### src/rtl/cbus_uart_rx.sv
// 8N1 UART receiver with a receive FIFO, exposed as a single-beat device-bus responder.
// Optional even-parity frame support is enabled by defining UART_RX_PARITY_EN.
`timescale 1ns/1ps
module cbus_uart_rx #(
  parameter int CLK_DIV    = 27,
  parameter int FIFO_DEPTH = 16
) (
  input  logic        clk,
  input  logic        reset,
  input  logic        valid,
  input  logic [63:0] addr,
  input  logic [63:0] wdata,
  input  logic        wvalid,
  output logic [63:0] rdata,
  output logic        ready,
  output logic        last,
  input  logic        rx,
  output logic        irq
);
  localparam int          AW       = $clog2(FIFO_DEPTH);
  localparam int          CW       = AW + 1;
  localparam logic [15:0] DIV_LAST = 16'(CLK_DIV - 1);

  typedef enum logic [2:0] {S_IDLE, S_START, S_DATA, S_PARITY, S_STOP, S_ARM} state_t;

  state_t          r_state, w_state_nxt;
  logic            r_rx_meta, r_rx_sync, r_rx_prev;
  logic [15:0]     r_div_cnt;
  logic [3:0]      r_tick_cnt;
  logic [2:0]      r_bit_cnt;
  logic [7:0]      r_shift;
  logic [7:0]      r_mem [FIFO_DEPTH];
  logic [CW-1:0]   r_wr_ptr, r_rd_ptr;
  logic            r_ovr, r_frm, r_par, r_ready;
  logic [63:0]     r_rdata;
  logic            w_fall, w_div_wrap, w_tick, w_sample, w_push_req, w_frame_set;
  logic            w_par_set, w_par_bad, w_push_ok, w_ovr_set, w_pop, w_accept;
  logic            w_full, w_nonempty;
  logic [CW-1:0]   w_count;
  logic [2:0]      w_clr;
  logic [63:0]     w_status, w_resp;
  logic            w_unused;

  // NOTE: sequential state uses non-blocking assignments so every flop samples pre-edge values.
  always_ff @(posedge clk or negedge reset) begin
    if (!reset) begin
      r_rx_meta <= 1'b1;
      r_rx_sync <= 1'b1;
      r_rx_prev <= 1'b1;
    end else begin
      r_rx_meta <= rx;
      r_rx_sync <= r_rx_meta;
      r_rx_prev <= r_rx_sync;
    end
  end

  assign w_fall     = r_rx_prev & ~r_rx_sync;
  assign w_div_wrap = (r_div_cnt == DIV_LAST);
  assign w_tick     = w_div_wrap && (r_state != S_IDLE);

  // Oversample counters stay parked at zero in IDLE so START begins on a clean tick phase.
  always_ff @(posedge clk or negedge reset) begin
    if (!reset) begin
      r_div_cnt  <= '0;
      r_tick_cnt <= '0;
    end else if (r_state == S_IDLE) begin
      r_div_cnt  <= '0;
      r_tick_cnt <= '0;
    end else begin
      r_div_cnt <= w_div_wrap ? '0 : r_div_cnt + 16'd1;
      if (r_state == S_START && w_sample) r_tick_cnt <= '0;
      else if (w_tick)                    r_tick_cnt <= r_tick_cnt + 4'd1;
    end
  end

  always_ff @(posedge clk or negedge reset) begin
    if (!reset) r_state <= S_IDLE;
    else        r_state <= w_state_nxt;
  end

  // NOTE: every combinational output gets a default first so no latch is inferred.
  always_comb begin
    w_state_nxt = r_state;
    unique case (r_state)
      S_IDLE:   if (w_fall) w_state_nxt = S_START;
      S_START:  if (w_sample) w_state_nxt = r_rx_sync ? S_IDLE : S_DATA;
`ifdef UART_RX_PARITY_EN
      S_DATA:   if (w_sample && r_bit_cnt == 3'd7) w_state_nxt = S_PARITY;
`else
      S_DATA:   if (w_sample && r_bit_cnt == 3'd7) w_state_nxt = S_STOP;
`endif
      S_PARITY: if (w_sample) w_state_nxt = S_STOP;
      S_STOP:   if (w_sample) w_state_nxt = r_rx_sync ? S_IDLE : S_ARM;
      S_ARM:    if (r_rx_sync) w_state_nxt = S_IDLE;
      default:  w_state_nxt = S_IDLE;
    endcase
  end

  always_comb begin
    w_sample    = 1'b0;
    w_push_req  = 1'b0;
    w_frame_set = 1'b0;
    unique case (r_state)
      S_START:                 w_sample = w_tick && (r_tick_cnt == 4'd7);
      S_DATA, S_PARITY, S_STOP: w_sample = w_tick && (r_tick_cnt == 4'd15);
      default:                 w_sample = 1'b0;
    endcase
    if (r_state == S_STOP && w_sample) begin
      w_push_req  = r_rx_sync & ~w_par_bad;
      w_frame_set = ~r_rx_sync;
    end
  end

  always_ff @(posedge clk or negedge reset) begin
    if (!reset) begin
      r_shift   <= '0;
      r_bit_cnt <= '0;
    end else if (r_state == S_START) begin
      r_bit_cnt <= '0;
    end else if (r_state == S_DATA && w_sample) begin
      r_shift   <= {r_rx_sync, r_shift[7:1]};
      r_bit_cnt <= r_bit_cnt + 3'd1;
    end
  end

`ifdef UART_RX_PARITY_EN
  logic r_par_bad;
  assign w_par_set = (r_state == S_PARITY) && w_sample && (r_rx_sync != ^r_shift);
  assign w_par_bad = r_par_bad;
  always_ff @(posedge clk or negedge reset) begin
    if (!reset)                  r_par_bad <= 1'b0;
    else if (r_state == S_START) r_par_bad <= 1'b0;
    else if (w_par_set)          r_par_bad <= 1'b1;
  end
`else
  assign w_par_set = 1'b0;
  assign w_par_bad = 1'b0;
`endif

  assign w_count    = r_wr_ptr - r_rd_ptr;
  assign w_full     = (w_count == CW'(FIFO_DEPTH));
  assign w_nonempty = (w_count != '0);
  assign w_accept   = valid && !r_ready;
  assign w_pop      = w_accept && !wvalid && !addr[3] && w_nonempty;
  // A pop in the same cycle frees the slot a full FIFO needs.
  assign w_push_ok  = w_push_req && (!w_full || w_pop);
  assign w_ovr_set  = w_push_req && w_full && !w_pop;
  assign w_clr      = (w_accept && wvalid && addr[3]) ? wdata[3:1] : 3'b000;

  // NOTE: FIFO storage has no reset; only the pointers define which entries are valid.
  always_ff @(posedge clk) begin
    if (w_push_ok) r_mem[r_wr_ptr[AW-1:0]] <= r_shift;
  end

  always_ff @(posedge clk or negedge reset) begin
    if (!reset) begin
      r_wr_ptr <= '0;
      r_rd_ptr <= '0;
      r_ovr    <= 1'b0;
      r_frm    <= 1'b0;
      r_par    <= 1'b0;
    end else begin
      if (w_push_ok) r_wr_ptr <= r_wr_ptr + CW'(1);
      if (w_pop)     r_rd_ptr <= r_rd_ptr + CW'(1);
      r_ovr <= (r_ovr & ~w_clr[0]) | w_ovr_set;
      r_frm <= (r_frm & ~w_clr[1]) | w_frame_set;
      r_par <= (r_par & ~w_clr[2]) | w_par_set;
    end
  end

  always_comb begin
    w_status       = '0;
    w_status[0]    = w_nonempty;
    w_status[1]    = r_ovr;
    w_status[2]    = r_frm;
    w_status[3]    = r_par;
    w_status[4]    = w_full;
    w_status[23:8] = 16'(w_count);
    w_resp         = '0;
    if (!wvalid) begin
      if (addr[3])         w_resp = w_status;
      else if (w_nonempty) w_resp = {55'd0, 1'b1, r_mem[r_rd_ptr[AW-1:0]]};
    end
  end

  always_ff @(posedge clk or negedge reset) begin
    if (!reset) begin
      r_ready <= 1'b0;
      r_rdata <= '0;
    end else begin
      r_ready <= w_accept;
      if (w_accept) r_rdata <= w_resp;
    end
  end

  assign ready    = r_ready;
  assign last     = r_ready;
  assign rdata    = r_rdata;
  assign irq      = w_nonempty | r_ovr | r_frm | r_par;
  assign w_unused = &{1'b0, addr[63:4], addr[2:0], wdata[63:4], wdata[0]};

endmodule

### config.mk
export PLATFORM = sky130hd
export DESIGN_NAME = cbus_uart_rx
export DESIGN_NICKNAME = d
export VERILOG_FILES = /design/src/rtl/cbus_uart_rx.sv
export SDC_FILE = /design/constraint.sdc
export NUM_CORES = 1
export LEC_CHECK = 0
export ABC_AREA = 1
export CORE_MARGIN = 3
export CORE_UTILIZATION = 40
export CTS_CLUSTER_SIZE = 16
export DETAILED_ROUTE_END_ITERATION = 6
export PLACE_DENSITY = 0.68
export RECOVER_POWER = 50
export SLEW_MARGIN = 20
export SYNTH_ARGS = -nofsm -noshare
export SYNTH_HDL_FRONTEND = slang
export SYNTH_SLANG_ARGS = --single-unit
### constraint.sdc
create_clock -name clk -period 2.5 [get_ports clk]
set_input_delay 0.375 -clock clk [delete_from_list [all_inputs] [get_ports clk]]
set_output_delay 0.375 -clock clk [all_outputs]
set_load 0.05 [all_outputs]
After elaboration in Yosys (flattened, before gate mapping). Memories as Yosys holds them, arrays and structs flattened. Index checks and enable logic that the tools add are counted.

Add/subtract/negate cells: 6. Equal/unequal tests: 16. Multiplexer cells: 25. Bitwise logic cells: 14. Reduce and logical (&&, ||, !) cells: 30.

Operators by type and width (number): two-way mux 64 bit (2); two-way mux 16 bit (2); two-way mux 3 bit (10); one-hot mux 3 bit (6 select lines) (1); adder 16 x 1 -> 16 bit (second input constant) (1); equality test 16 x 5 -> 1 bit (second input constant) (1); logical AND 1 bit (16); two-way mux 4 bit (3); != test 2 bit (second input constant) (6); adder 5 x 1 -> 5 bit (second input constant) (2); equality test 3 bit (second input constant) (3); two-way mux 9 bit (1); equality test 3 x 2 -> 1 bit (second input constant) (2); AND reduction 6 bit (1); nonzero test 3 bit (2); equality test 5 bit (second input constant) (1); zero test 1 bit (5); inverter 1 bit (5); bitwise OR 1 bit (5); nonzero test 5 bit (1); subtractor 5 bit (1); adder 4 x 1 -> 4 bit (second input constant) (1); bitwise AND 1 bit (4); equality test 4 x 3 -> 1 bit (second input constant) (1); 11 further kinds (14).

Flip-flop bits (word level): 115. Memory bits (writable): 128. Logic and storage cells: 107. Memories: 1.

Memory list: r_mem (depth 16, width 8, rd ports 1, clocked after memory_dff 0, write ports 1, line 32) `logic [7:0] r_mem [FIFO_DEPTH];`.

Longest topological paths before layout. Gate-level depths: netlist of run 1.

Depth after elaboration: 9. Depth in mapped cells: 14. Depth with buffers taken out: 14.

Worst setup path before layout of run 1. No wires, ideal clock.

Path type: register to register. From: register r_rd_ptr[1]. To: memory r_mem[3][0] (enable). Arrival time: 2417 ps. Slack: -287 ps. Stages on the path, launching flop included: 14. Buffers on the path: 2. Cell sequence: dfrtp_1 > buf_2 > inv_1 > buf_1 > ha_1 > nand3b_1 > nand2_1 > nand2_1 > nand2_1 > nand4_1 > inv_1 > nor2_8 > nand2_4 > nor2_1.

Cells in the longest elaborated chain, start to end: 7. Elaborated cells on any way between the ends: 9. Classes of those cells: 1 x add/sub; 1 x eq/ne; 2 x mux; 5 x reduce/logical.

RTL lines: start: declaration (line 33) `logic [CW-1:0] r_wr_ptr, r_rd_ptr;`; start signal: assignment (line 164) `if (w_pop) r_rd_ptr <= r_rd_ptr + CW'(1);`; subtractor 5 bit * (line 140) `assign w_count = r_wr_ptr - r_rd_ptr;`; equality test 5 bit / nonzero test 5 bit (equally long branches) (line 141, 142); zero test 1 bit / logical AND 1 bit (equally long branches) (line 146, 144); logical OR 1 bit * (line 146) `assign w_push_ok = w_push_req && (!w_full || w_pop);`; logical AND 1 bit * (line 146); two-way mux 1 bit * (line 152) `if (w_push_ok) r_mem[r_wr_ptr[AW-1:0]] <= r_shift;`; two-way mux 1 bit (implied by the code) * (line 152); end: declaration (line 32).

Mark *: on every way between the ends. The rest lies on a longest branch, timed or not.

Worst setup path after layout of run 1.
From: register r_wr_ptr[0]. To: output port irq.

Cells in the longest elaborated chain, start to end: 5.

RTL lines: start: declaration (line 33); start signal: assignment (line 163) `if (w_push_ok) r_wr_ptr <= r_wr_ptr + CW'(1);`; subtractor 5 bit (line 140); nonzero test 5 bit (line 142) `assign w_nonempty = (w_count != '0);`; bitwise OR 1 bit (3 in a row) (line 199) `assign irq = w_nonempty | r_ovr | r_frm | r_par;`; end: declaration (line 18) `output logic irq`.

No other way between the ends.

==> flow_metrics.env, run 1 <==
export IMPL_outcome="complete, but fails checks"
export IMPL_violations="capacitance limit, slew limit, setup timing"
export IMPL_viasPerCell=4.96
export IMPL_hp_start="r_rx_meta$_DFF_PN1_"
export IMPL_hold_viol_final=0
export IMPL_slew_headroom_pct=-9.54
export IMPL_p_leak_nw=4.39
export IMPL_reg2reg_depth=15
export IMPL_synth_area_leaders="edfxtp_1 44%, dfrtp_1 17%, nand2_1 9.1%"
export IMPL_hpwl_um=11800
export IMPL_cts_tree="yes"
export IMPL_grtUsageTotal_pct=16.2
export IMPL_cts_sinks=192
export IMPL_r2r_end="r_mem[3][6]$_DFFE_PP_"
export IMPL_cp_end_kind="output pin"
export IMPL_p_clk_share_pct=28.2
export IMPL_met3_length_um=1180
export IMPL_io_pins=200
export IMPL_rr_startpoint="r_wr_ptr[0]$_DFFE_PN0P_"
export IMPL_final_cell_area_um2=10400
export IMPL_die_h_um=155
export IMPL_grt_pass1_vias=5822
export IMPL_antenna_found_initial=0
export IMPL_synth_ff_type="edfxtp_1"
export IMPL_clk_insertion_delay_late_ps=430
export IMPL_setup_viol=129
export IMPL_synthCells=846
export IMPL_reg2reg_setup_slack_ps=-110
export IMPL_min_period_ps=2640
export IMPL_drtAntennaViolNets=0
export IMPL_drcViolationCount=0
export IMPL_final_common_cell="nand2_1"
export IMPL_worst_pin_slew_ps=1640
export IMPL_netlist_area_um2=8830
export IMPL_gp_congestion=0.780
export IMPL_drive_gt1_share_pct=15.0
export IMPL_final_max_slew_viol_count=65
export IMPL_synth_distinct_cells=38
export IMPL_cts_made_buffers=17
export IMPL_finalCritPeriodShare_pct=105
export IMPL_min_path_cells=0
export IMPL_die_w_um=155
export IMPL_die_area_um2=23900
export IMPL_grt_start_max_net_pins=68
export IMPL_internal_power_mw=6.07
export IMPL_yosysTopAreaCellShare_pct=43.5
export IMPL_max_freq_ghz=0.379
export IMPL_clk_path_buf_depth=2
export IMPL_met2RoutedLength_um=9130
export IMPL_switching_power_mw=3.45
export IMPL_mostFrequentLayoutCells="212 x nand2_1, 128 x edfxtp_1, 63 x a21oi_1"
export IMPL_final_nets=1057
export IMPL_initial_core_util_pct=41.4
export IMPL_dp_cells=1146
export IMPL_n_antenna_cell=0
export IMPL_worst_slack_ps=-137
export IMPL_crit_type="reg -> out"
export IMPL_cts_root_buf="clkbuf_16"
export IMPL_ys_async_sr_fraction_pct=33.3
export IMPL_yosysTopAreaCell="edfxtp_1"
export IMPL_whs_endpoint="r_rx_sync$_DFF_PN1_"
export IMPL_h_tree_depth=4
export IMPL_io_buffers=24
export IMPL_p_comb_share_pct=33.6
export IMPL_worstPathArrival_ps=2260
export IMPL_rsz0062_at_grt="yes"
export IMPL_min_path_type="reg -> reg"
export IMPL_area_delta_synth_final_pct=18.0
export IMPL_core_area_um2=21400
export IMPL_row_count=53
export IMPL_highest_layer="met4"
export IMPL_pre_cts_slack_ps=-163
export IMPL_skew_ps=12.4
export IMPL_ir_worst_vdd_mv=0.560
export IMPL_seqPwrFrac_pct=38.1
export IMPL_firstDrtPassIters=5
export IMPL_routed_wl_um=18600
export IMPL_yosysSeqAreaShare_pct=61.7
export IMPL_drt_iter0_markers=357
export IMPL_placed_area_um2=9490
export IMPL_clk_pin_slew_ps=70
export IMPL_yosys_warnings=0
export IMPL_grt_pass1_wl_um=30400
export IMPL_cap_violations=1
export IMPL_worst_ep_required_time_ps=2120
export IMPL_stdcell_count=1197
export IMPL_wl_per_cell_um=15.5
export IMPL_critPathLaunchType="register"
export IMPL_synth_seq_cells=192
export IMPL_cp_max_fo=2
export IMPL_avgSynthCellArea_um2=10.4
export IMPL_gr_total_overflow=0
export IMPL_power_density_nw_per_um2=914
export IMPL_power_share_switching_pct=36.3
export IMPL_whs_ps=363
export IMPL_synth_edf_count=128
export IMPL_route_vias_total=5936
export IMPL_wl_met1_um=8040
## layout make-up
type	count	area, um2
clock buffers	21	493
clock inverters	11	98.8
fillers	1914	10900
inverters	64	243
multi-input cells	562	3040
flip-flops and latches	192	5450
well taps	275	344
repair buffers	72	753
## per-stage QoR
step	setup TNS [ps]	util (%)	total power, mW
2_1_floorplan	0	-	5.86
3_3_place_gp	-11950	44.4	6.71
3_5_place_dp	-16060	44.4	6.76
4_1_cts	-11480	48.8	9.58
5_1_grt	-30260	48.8	10.1
6_report	-10430	48.8	9.52
## what timing repair did
item                                    CTS  global route
gates cloned                              0             0
pin swaps                                15            11
hold endpoints to repair                 61             0
setup buffers                            16             2
hold buffers                              1             0
gates resized for setup                  21             2
endpoints found under the setup margin  129           143
## registers in the layout, indices dropped and copies added, names as in the netlist
signal      count
r_frm           1
r_par           1
r_ovr           1
r_state         3
r_rx_prev       1
r_div_cnt      16
r_mem         128
r_rx_meta       1
r_rd_ptr        5
r_rx_sync       1
r_bit_cnt       3
last            1
rdata          13
r_shift         8
r_tick_cnt      4
r_wr_ptr        5
## layer usage
metal	GRT usage, %	up-vias
li1	-	2901
met1	21.5	2814
met2	27.2	201
met3	3.47	20
met4	4.04	0
met5	0	-
## worst max-delay path by stage
| stage | from | end | slack (ps) | cells past startpoint |
|---|---|---|---|---|
| 2_1_floorplan | r_wr_ptr[0]$_DFFE_PN0P_ | r_mem[15][0]$_DFFE_PP_ | 20 | 13 |
| 3_3_place_gp | r_wr_ptr[0]$_DFFE_PN0P_ | r_mem[13][6]$_DFFE_PP_ | -110 | 13 |
| 3_5_place_dp | r_wr_ptr[0]$_DFFE_PN0P_ | r_mem[9][5]$_DFFE_PP_ | -160 | 13 |
| 4_1_cts | r_rd_ptr[0]$_DFFE_PN0P_ | irq | -200 | 11 |
| 5_1_grt | r_wr_ptr[0]$_DFFE_PN0P_ | r_mem[3][7]$_DFFE_PP_ | -250 | 15 |
| 6_report | r_wr_ptr[0]$_DFFE_PN0P_ | irq | -140 | 12 |
## critical path: stages, from the launching register on
cell and delay [ps]:
dfrtp_1 370, inv_2 70, ha_4 160, fa_2 340
nand3b_1 190, buf_4 160, nand3_2 70, nand2_2 70
buf_6 120, nand3_4 60, inv_4 50, nand2_4 50
buf_12 130
## Yosys cell counts (3+ instances only)
library cell	number
buf_4	52
dfrtp_1	61
nor3_1	7
a22o_1	4
nand2_2	6
inv_2	3
a22oi_1	8
a32o_1	11
o211ai_1	5
a21oi_1	63
nand2_4	4
nor2_2	5
edfxtp_1	128
buf_2	13
inv_1	59
clkbuf_1	5
o21ai_2	6
nand4_1	9
nand3_1	49
dfstp_2	3
o21ai_0	30
xor2_1	8
buf_1	7
nand2_1	214
ha_1	14
nor2_1	53
nand3b_1	4
## cell families (layout without fill, tap and decap cells)
kind of cell               after synthesis  in the layout  share of synthesized area [%]
DFF                                    192            192                           61.7
xor gates and xnor gates                10             10                          0.992
adders and majority gates               15             15                           2.21
other                                    1             51                         0.0425
and+or+nand+nor                        356            356                           17.6
buffers and inverters                  142            168                           8.52
AOI/OAI and AO/OA                      130            130                           8.91
## power groups by stage
stage | clock (mW) | combinational [mW] | sequential [mW]
finish | 2.69 | 3.20 | 3.63
CTS | 2.74 | 3.20 | 3.63
floorplan | 0 | 1.98 | 3.88
global placement | 0 | 3.02 | 3.69
detailed placement | 0 | 3.06 | 3.70
global route | 2.87 | 3.54 | 3.65
(Power assumes the default switching activity.)
==> run 2, diff against run 1 <==
Settings changed: CORE_MARGIN 3 to 1.5.
==> flow_metrics.env, run 2 (same netlist as run 1, synthesis figures left out) <==
export IMPL_final_nets=1060
export IMPL_pre_cts_slack_ps=-99.2
export IMPL_whs_endpoint="r_rx_sync$_DFF_PN1_"
export IMPL_internal_power_mw=5.88
export IMPL_final_common_cell="nand2_1"
export IMPL_worst_path_buf_inv=3
export IMPL_p_leak_nw=4.38
export IMPL_reg2reg_setup_slack_ps=-120
export IMPL_core_area_um2=21800
export IMPL_p_clk_share_pct=27.6
export IMPL_worstPathArrival_ps=2280
export IMPL_largest_reg_flops=128
export IMPL_slew_headroom_pct=-4.22
export IMPL_initial_core_util_pct=40.6
export IMPL_r2r_end="r_mem[3][3]$_DFFE_PP_"
export IMPL_worst_slack_ps=-159
export IMPL_nFillCells=1948
export IMPL_wl_per_cell_um=15.4
export IMPL_clk_insertion_delay_late_ps=440
export IMPL_total_power_mw=9.40
export IMPL_power_density_nw_per_um2=901
export IMPL_viasPerCell=4.93
export IMPL_drive_gt1_share_pct=15.1
export IMPL_crit_type="reg -> out"
export IMPL_antenna_found_initial=0
export IMPL_final_max_slew_viol_count=65
export IMPL_seqPwrFrac_pct=38.7
export IMPL_critPathLaunchType="register"
export IMPL_n_antenna_cell=0
export IMPL_cts_tree="yes"
export IMPL_cp_top_family="adder cells"
export IMPL_reg2reg_depth=14
export IMPL_die_area_um2=23000
export IMPL_switching_power_mw=3.52
export IMPL_worst_ep_required_time_ps=2120
export IMPL_h_tree_depth=4
export IMPL_cts_sinks=192
export IMPL_grt_start_max_net_pins=65
export IMPL_worst_pin_slew_ps=1560
export IMPL_cap_violations=1
export IMPL_finalCritPeriodShare_pct=106
export IMPL_drt_iter0_markers=348
export IMPL_mostFrequentLayoutCells="212 x nand2_1, 128 x edfxtp_1, 62 x a21oi_1"
export IMPL_die_w_um=152
export IMPL_drcViolationCount=0
export IMPL_min_path_cells=0
export IMPL_p_comb_share_pct=33.7
export IMPL_placed_area_um2=9610
export IMPL_cts_root_buf="clkbuf_16"
export IMPL_firstDrtPassIters=5
export IMPL_skew_ps=16.7
export IMPL_min_period_ps=2660
export IMPL_min_path_type="reg -> reg"
export IMPL_final_cell_area_um2=10400
export IMPL_cp_max_fo=2
export IMPL_setup_viol=107
export IMPL_io_pins=200
export IMPL_grtUsageTotal_pct=17.2
export IMPL_grt_pass1_vias=5619
export IMPL_gp_congestion=0.816
export IMPL_cpPeakStageDelay_ps=530
export IMPL_area_delta_synth_final_pct=18.2
export IMPL_cts_made_buffers=17
export IMPL_ir_worst_vdd_mv=0.533
export IMPL_route_vias_total=5942
export IMPL_crit_slowest_cell="fa_2"
export IMPL_routed_wl_um=18600
export IMPL_hold_viol_final=0
export IMPL_max_freq_ghz=0.376
export IMPL_power_share_switching_pct=37.4
export IMPL_row_count=54
export IMPL_clk_pin_slew_ps=70
export IMPL_grt_pass1_wl_um=29400
export IMPL_cp_end_kind="output pin"
export IMPL_gr_total_overflow=0
export IMPL_crit_chain="ha_4 > fa_2 > nand2_1 > nor2_2 > buf_4 > nand3_4 > inv_4 > nand2_4 > buf_12"
export IMPL_hpwl_um=12000
export IMPL_outcome="complete, but fails checks"
export IMPL_rsz0062_at_grt="yes"
export IMPL_hp_start="r_rx_meta$_DFF_PN1_"
export IMPL_violations="capacitance limit, slew limit, setup timing"
export IMPL_io_buffers=24
export IMPL_drtAntennaViolNets=0
export IMPL_die_h_um=152
export IMPL_rr_startpoint="r_rd_ptr[0]$_DFFE_PN0P_"
export IMPL_clk_path_buf_depth=2
==> run 2: cell count changes in the layout (fill, tap and decap cells not counted), sizes merged <==
| cell | previous run | this run |
|---|---|---|
| bufinv | 1 | 0 |
| clkbuf | 23 | 22 |
| inv | 64 | 67 |
| clkinv | 10 | 9 |
| buf | 47 | 50 |
==> run 2: per-layer routing <==
metal	track usage, %	routed length (um)
met1	21.5	8010
met2	29.1	9390
met3	3.62	900
met4	6.63	295
met5	0	0
==> run 2: area by class of cell <==
cell class / count / area, um2 / area share, %
well taps: 280 / 350 / 3.36
inverters: 64 / 243 / 2.33
repair buffers: 75 / 827 / 7.92
multi-input cells: 562 / 3010 / 28.8
flip-flops and latches: 192 / 5450 / 52.2
clock buffers: 20 / 462 / 4.42
clock inverters: 12 / 100 / 0.959
==> run 2: worst max path at each step <==
stage                     depth (start not counted)                     end  slack, ps               startpoint
final                                             9                     irq       -160  r_rd_ptr[0]$_DFFE_PN0P_
after global routing                             14   r_mem[3][5]$_DFFE_PP_       -250  r_rd_ptr[0]$_DFFE_PN0P_
after CTS                                         9                     irq       -170  r_rd_ptr[0]$_DFFE_PN0P_
after detailed placement                         13  r_mem[11][6]$_DFFE_PP_       -100  r_wr_ptr[0]$_DFFE_PN0P_
after global placement                           13  r_mem[14][6]$_DFFE_PP_        -90  r_wr_ptr[0]$_DFFE_PN0P_
after floorplan                                  13  r_mem[15][0]$_DFFE_PP_         20  r_wr_ptr[0]$_DFFE_PN0P_
==> run 2: power by group through the flow <==
stage,registers (mW),logic (mW),clock network (mW)
global route,3.66,3.50,2.77
finish,3.64,3.17,2.60
detailed placement,3.70,3.07,0
floorplan,3.88,1.98,0
global placement,3.69,3.02,0
CTS,3.64,3.17,2.63
==> run 2: through the flow <==
step / instances / hold slack [ps] / setup TNS, ps / utilization, %
final: 1205 / 355 / -7490 / 48.0
after global routing: 1205 / 358 / -23520 / 48.0
after CTS: 1204 / 322 / -6550 / 48.0
after detailed placement: 1158 / 348 / -8640 / 44.2
after global placement: 1158 / 347 / -6400 / 44.2
after floorplan: 896 / 79.4 / 0 / -
==> run 2: timing repair <==
| action | CTS | global route |
|---|---|---|
| hold buffers | 1 | 0 |
| resized for setup | 15 | 3 |
| buffers inserted | 13 | 1 |
| endpoints found under the setup margin | 129 | 133 |
| pin swaps | 14 | 5 |
| endpoints found under the hold margin | 61 | 0 |
==> run 3, diff against run 2 <==
Settings changed: REMOVE_ABC_BUFFERS set to 1.
==> flow_metrics.env, run 3 (same netlist as run 1, synthesis figures left out) <==
export IMPL_outcome="complete, but fails checks"
export IMPL_violations="setup timing"
export IMPL_initial_core_util_pct=40.6
export IMPL_final_cell_area_um2=10300
export IMPL_worstPathArrival_ps=2220
export IMPL_cap_violations=0
export IMPL_cts_root_buf="clkbuf_16"
export IMPL_cp_end_kind="output pin"
export IMPL_rsz0062_at_grt="yes"
export IMPL_cp_common_cell="nand2_1"
export IMPL_crit_type="reg -> out"
export IMPL_drive_gt1_share_pct=15.1
export IMPL_antenna_found_initial=0
export IMPL_grt_pass1_vias=5625
export IMPL_power_share_switching_pct=37.8
export IMPL_setup_viol=126
export IMPL_pre_cts_slack_ps=-176
export IMPL_cts_sinks=192
export IMPL_routed_wl_um=18500
export IMPL_clk_path_buf_depth=2
export IMPL_n_antenna_cell=0
export IMPL_mostFrequentLayoutCells="212 x nand2_1, 128 x edfxtp_1, 63 x a21oi_1"
export IMPL_cts_tree="yes"
export IMPL_slew_headroom_pct=21.7
export IMPL_gp_congestion=0.787
export IMPL_drtAntennaViolNets=0
export IMPL_p_clk_share_pct=27.3
export IMPL_worst_ep_required_time_ps=2120
export IMPL_cpPeakStageDelay_ps=370
export IMPL_crit_chain="inv_2 > ha_4 > fa_2 > nand3b_1 > nand2_1 > nand2_1 > nand2_2 > buf_6 > nand3_4 > inv_4 > nand2_4 > buf_12"
export IMPL_clk_pin_slew_ps=70
export IMPL_io_buffers=24
export IMPL_critPathLaunchType="register"
export IMPL_clk_insertion_delay_late_ps=440
export IMPL_drt_iter0_markers=351
export IMPL_firstDrtPassIters=5
export IMPL_final_max_slew_viol_count=0
export IMPL_row_count=54
export IMPL_switching_power_mw=3.52
export IMPL_crit_slowest_cell="dfrtp_1"
export IMPL_grt_start_max_net_pins=43
export IMPL_max_freq_ghz=0.386
export IMPL_seqPwrFrac_pct=39.1
export IMPL_internal_power_mw=5.79
export IMPL_min_path_type="reg -> reg"
export IMPL_hpwl_um=12200
export IMPL_cp_max_fo=2
export IMPL_core_area_um2=21800
export IMPL_worst_pin_slew_ps=1170
export IMPL_reg2reg_setup_slack_ps=-70
export IMPL_die_h_um=152
export IMPL_power_density_nw_per_um2=906
export IMPL_grtUsageTotal_pct=16.8
export IMPL_die_w_um=152
export IMPL_gr_total_overflow=0
export IMPL_p_comb_share_pct=33.7
export IMPL_drcViolationCount=0
export IMPL_hold_viol_final=0
export IMPL_largest_reg_flops=128
export IMPL_ir_worst_vdd_mv=0.478
export IMPL_h_tree_depth=4
export IMPL_finalSetupTns_ps=-5090
export IMPL_io_pins=200
export IMPL_p_leak_nw=4.38
export IMPL_placed_area_um2=9450
export IMPL_area_delta_synth_final_pct=16.5
export IMPL_worst_slack_ps=-93.7
export IMPL_cts_made_buffers=17
export IMPL_total_power_mw=9.31
export IMPL_route_vias_total=6020
export IMPL_viasPerCell=4.99
export IMPL_nFillCells=1917
export IMPL_grt_pass1_wl_um=29300
export IMPL_min_period_ps=2590
export IMPL_finalCritPeriodShare_pct=104
export IMPL_skew_ps=12.4
export IMPL_final_nets=1062
export IMPL_die_area_um2=23000
export IMPL_final_common_cell="nand2_1"
export IMPL_wl_per_cell_um=15.3
-- run 3: cell count changes in the layout (fill, tap and decap cells not counted), moves of 2 or more --
cell,change
buf_6,+17
buf_12,-15
nor2_2,+4
nor2_4,-4
clkinvlp_4,+3
clkinv_2,-2
clkinv_4,-2
inv_8,+2
nand2_4,+2
nand2_8,-2
-- run 3: worst paths after layout --
path	cells past startpoint	to	from
worst max-delay path	12	irq	r_wr_ptr[0]$_DFFE_PN0P_
worst min-delay path	0	r_rx_sync$_DFF_PN1_	r_rx_meta$_DFF_PN1_
worst max register to register	11	r_mem[9][3]$_DFFE_PP_	r_wr_ptr[0]$_DFFE_PN0P_
worst min register to register	0	r_rx_sync$_DFF_PN1_	r_rx_meta$_DFF_PN1_
max in group asynchronous	3	r_rx_prev$_DFF_PN1_	reset
min in group asynchronous	2	r_div_cnt[6]$_DFF_PN0_	reset
-- run 3: power by group through the flow --
stage / Combinational [mW] / Sequential, mW / Clock, mW
after floorplan: 1.61 / 4.04 / 0
after global placement: 3.01 / 3.69 / 0
after detailed placement: 3.04 / 3.70 / 0
after CTS: 3.12 / 3.64 / 2.59
after global routing: 3.44 / 3.66 / 2.70
final: 3.13 / 3.64 / 2.54
-- run 3: what timing repair did --
item                                   4_1_cts  5_1_grt
buffers inserted                             4        2
pin swaps                                   11        6
gates resized for setup                     48       16
endpoints found under the hold margin       20        0
setup endpoints to repair                  129      129
hold buffers                                 1        0
-- run 3: final cells by class --
cell class	count	area (um2)	share of cell area, %
inverter	64	243	2.36
tap	280	350	3.41
clock inverter	14	123	1.19
multi-input combinational	562	2970	28.8
clock buffer	17	425	4.14
timing repair buffer	77	727	7.07
sequential	192	5450	53.0
-- run 3: layer usage --
metal | up-vias | part of all wire (%) | global-route usage (%)
li1 | 2908 | - | -
met1 | 2883 | 43 | 21.9
met2 | 200 | 50 | 28.0
met3 | 29 | 5.4 | 3.71
met4 | 0 | 2.0 | 5.48
met5 | - | 0 | 0
-- run 3: metrics by stage --
stage               util [%]  instances  hold slack (ps)
finish                  47.3       1206              362
global route            47.3       1206              371
CTS                     46.9       1204              331
detailed placement      43.4       1168              350
global placement        43.4       1168              345
floorplan                  -        818             79.4
-- run 3: worst max-delay path, delay by kind of cell (launching register included) --
| family | cells | cell delay [ps] |
|---|---|---|
| fa+ha+maj | 2 | 500 |
| buf+inv | 4 | 390 |
| flops | 1 | 370 |
| simple gates | 6 | 510 |
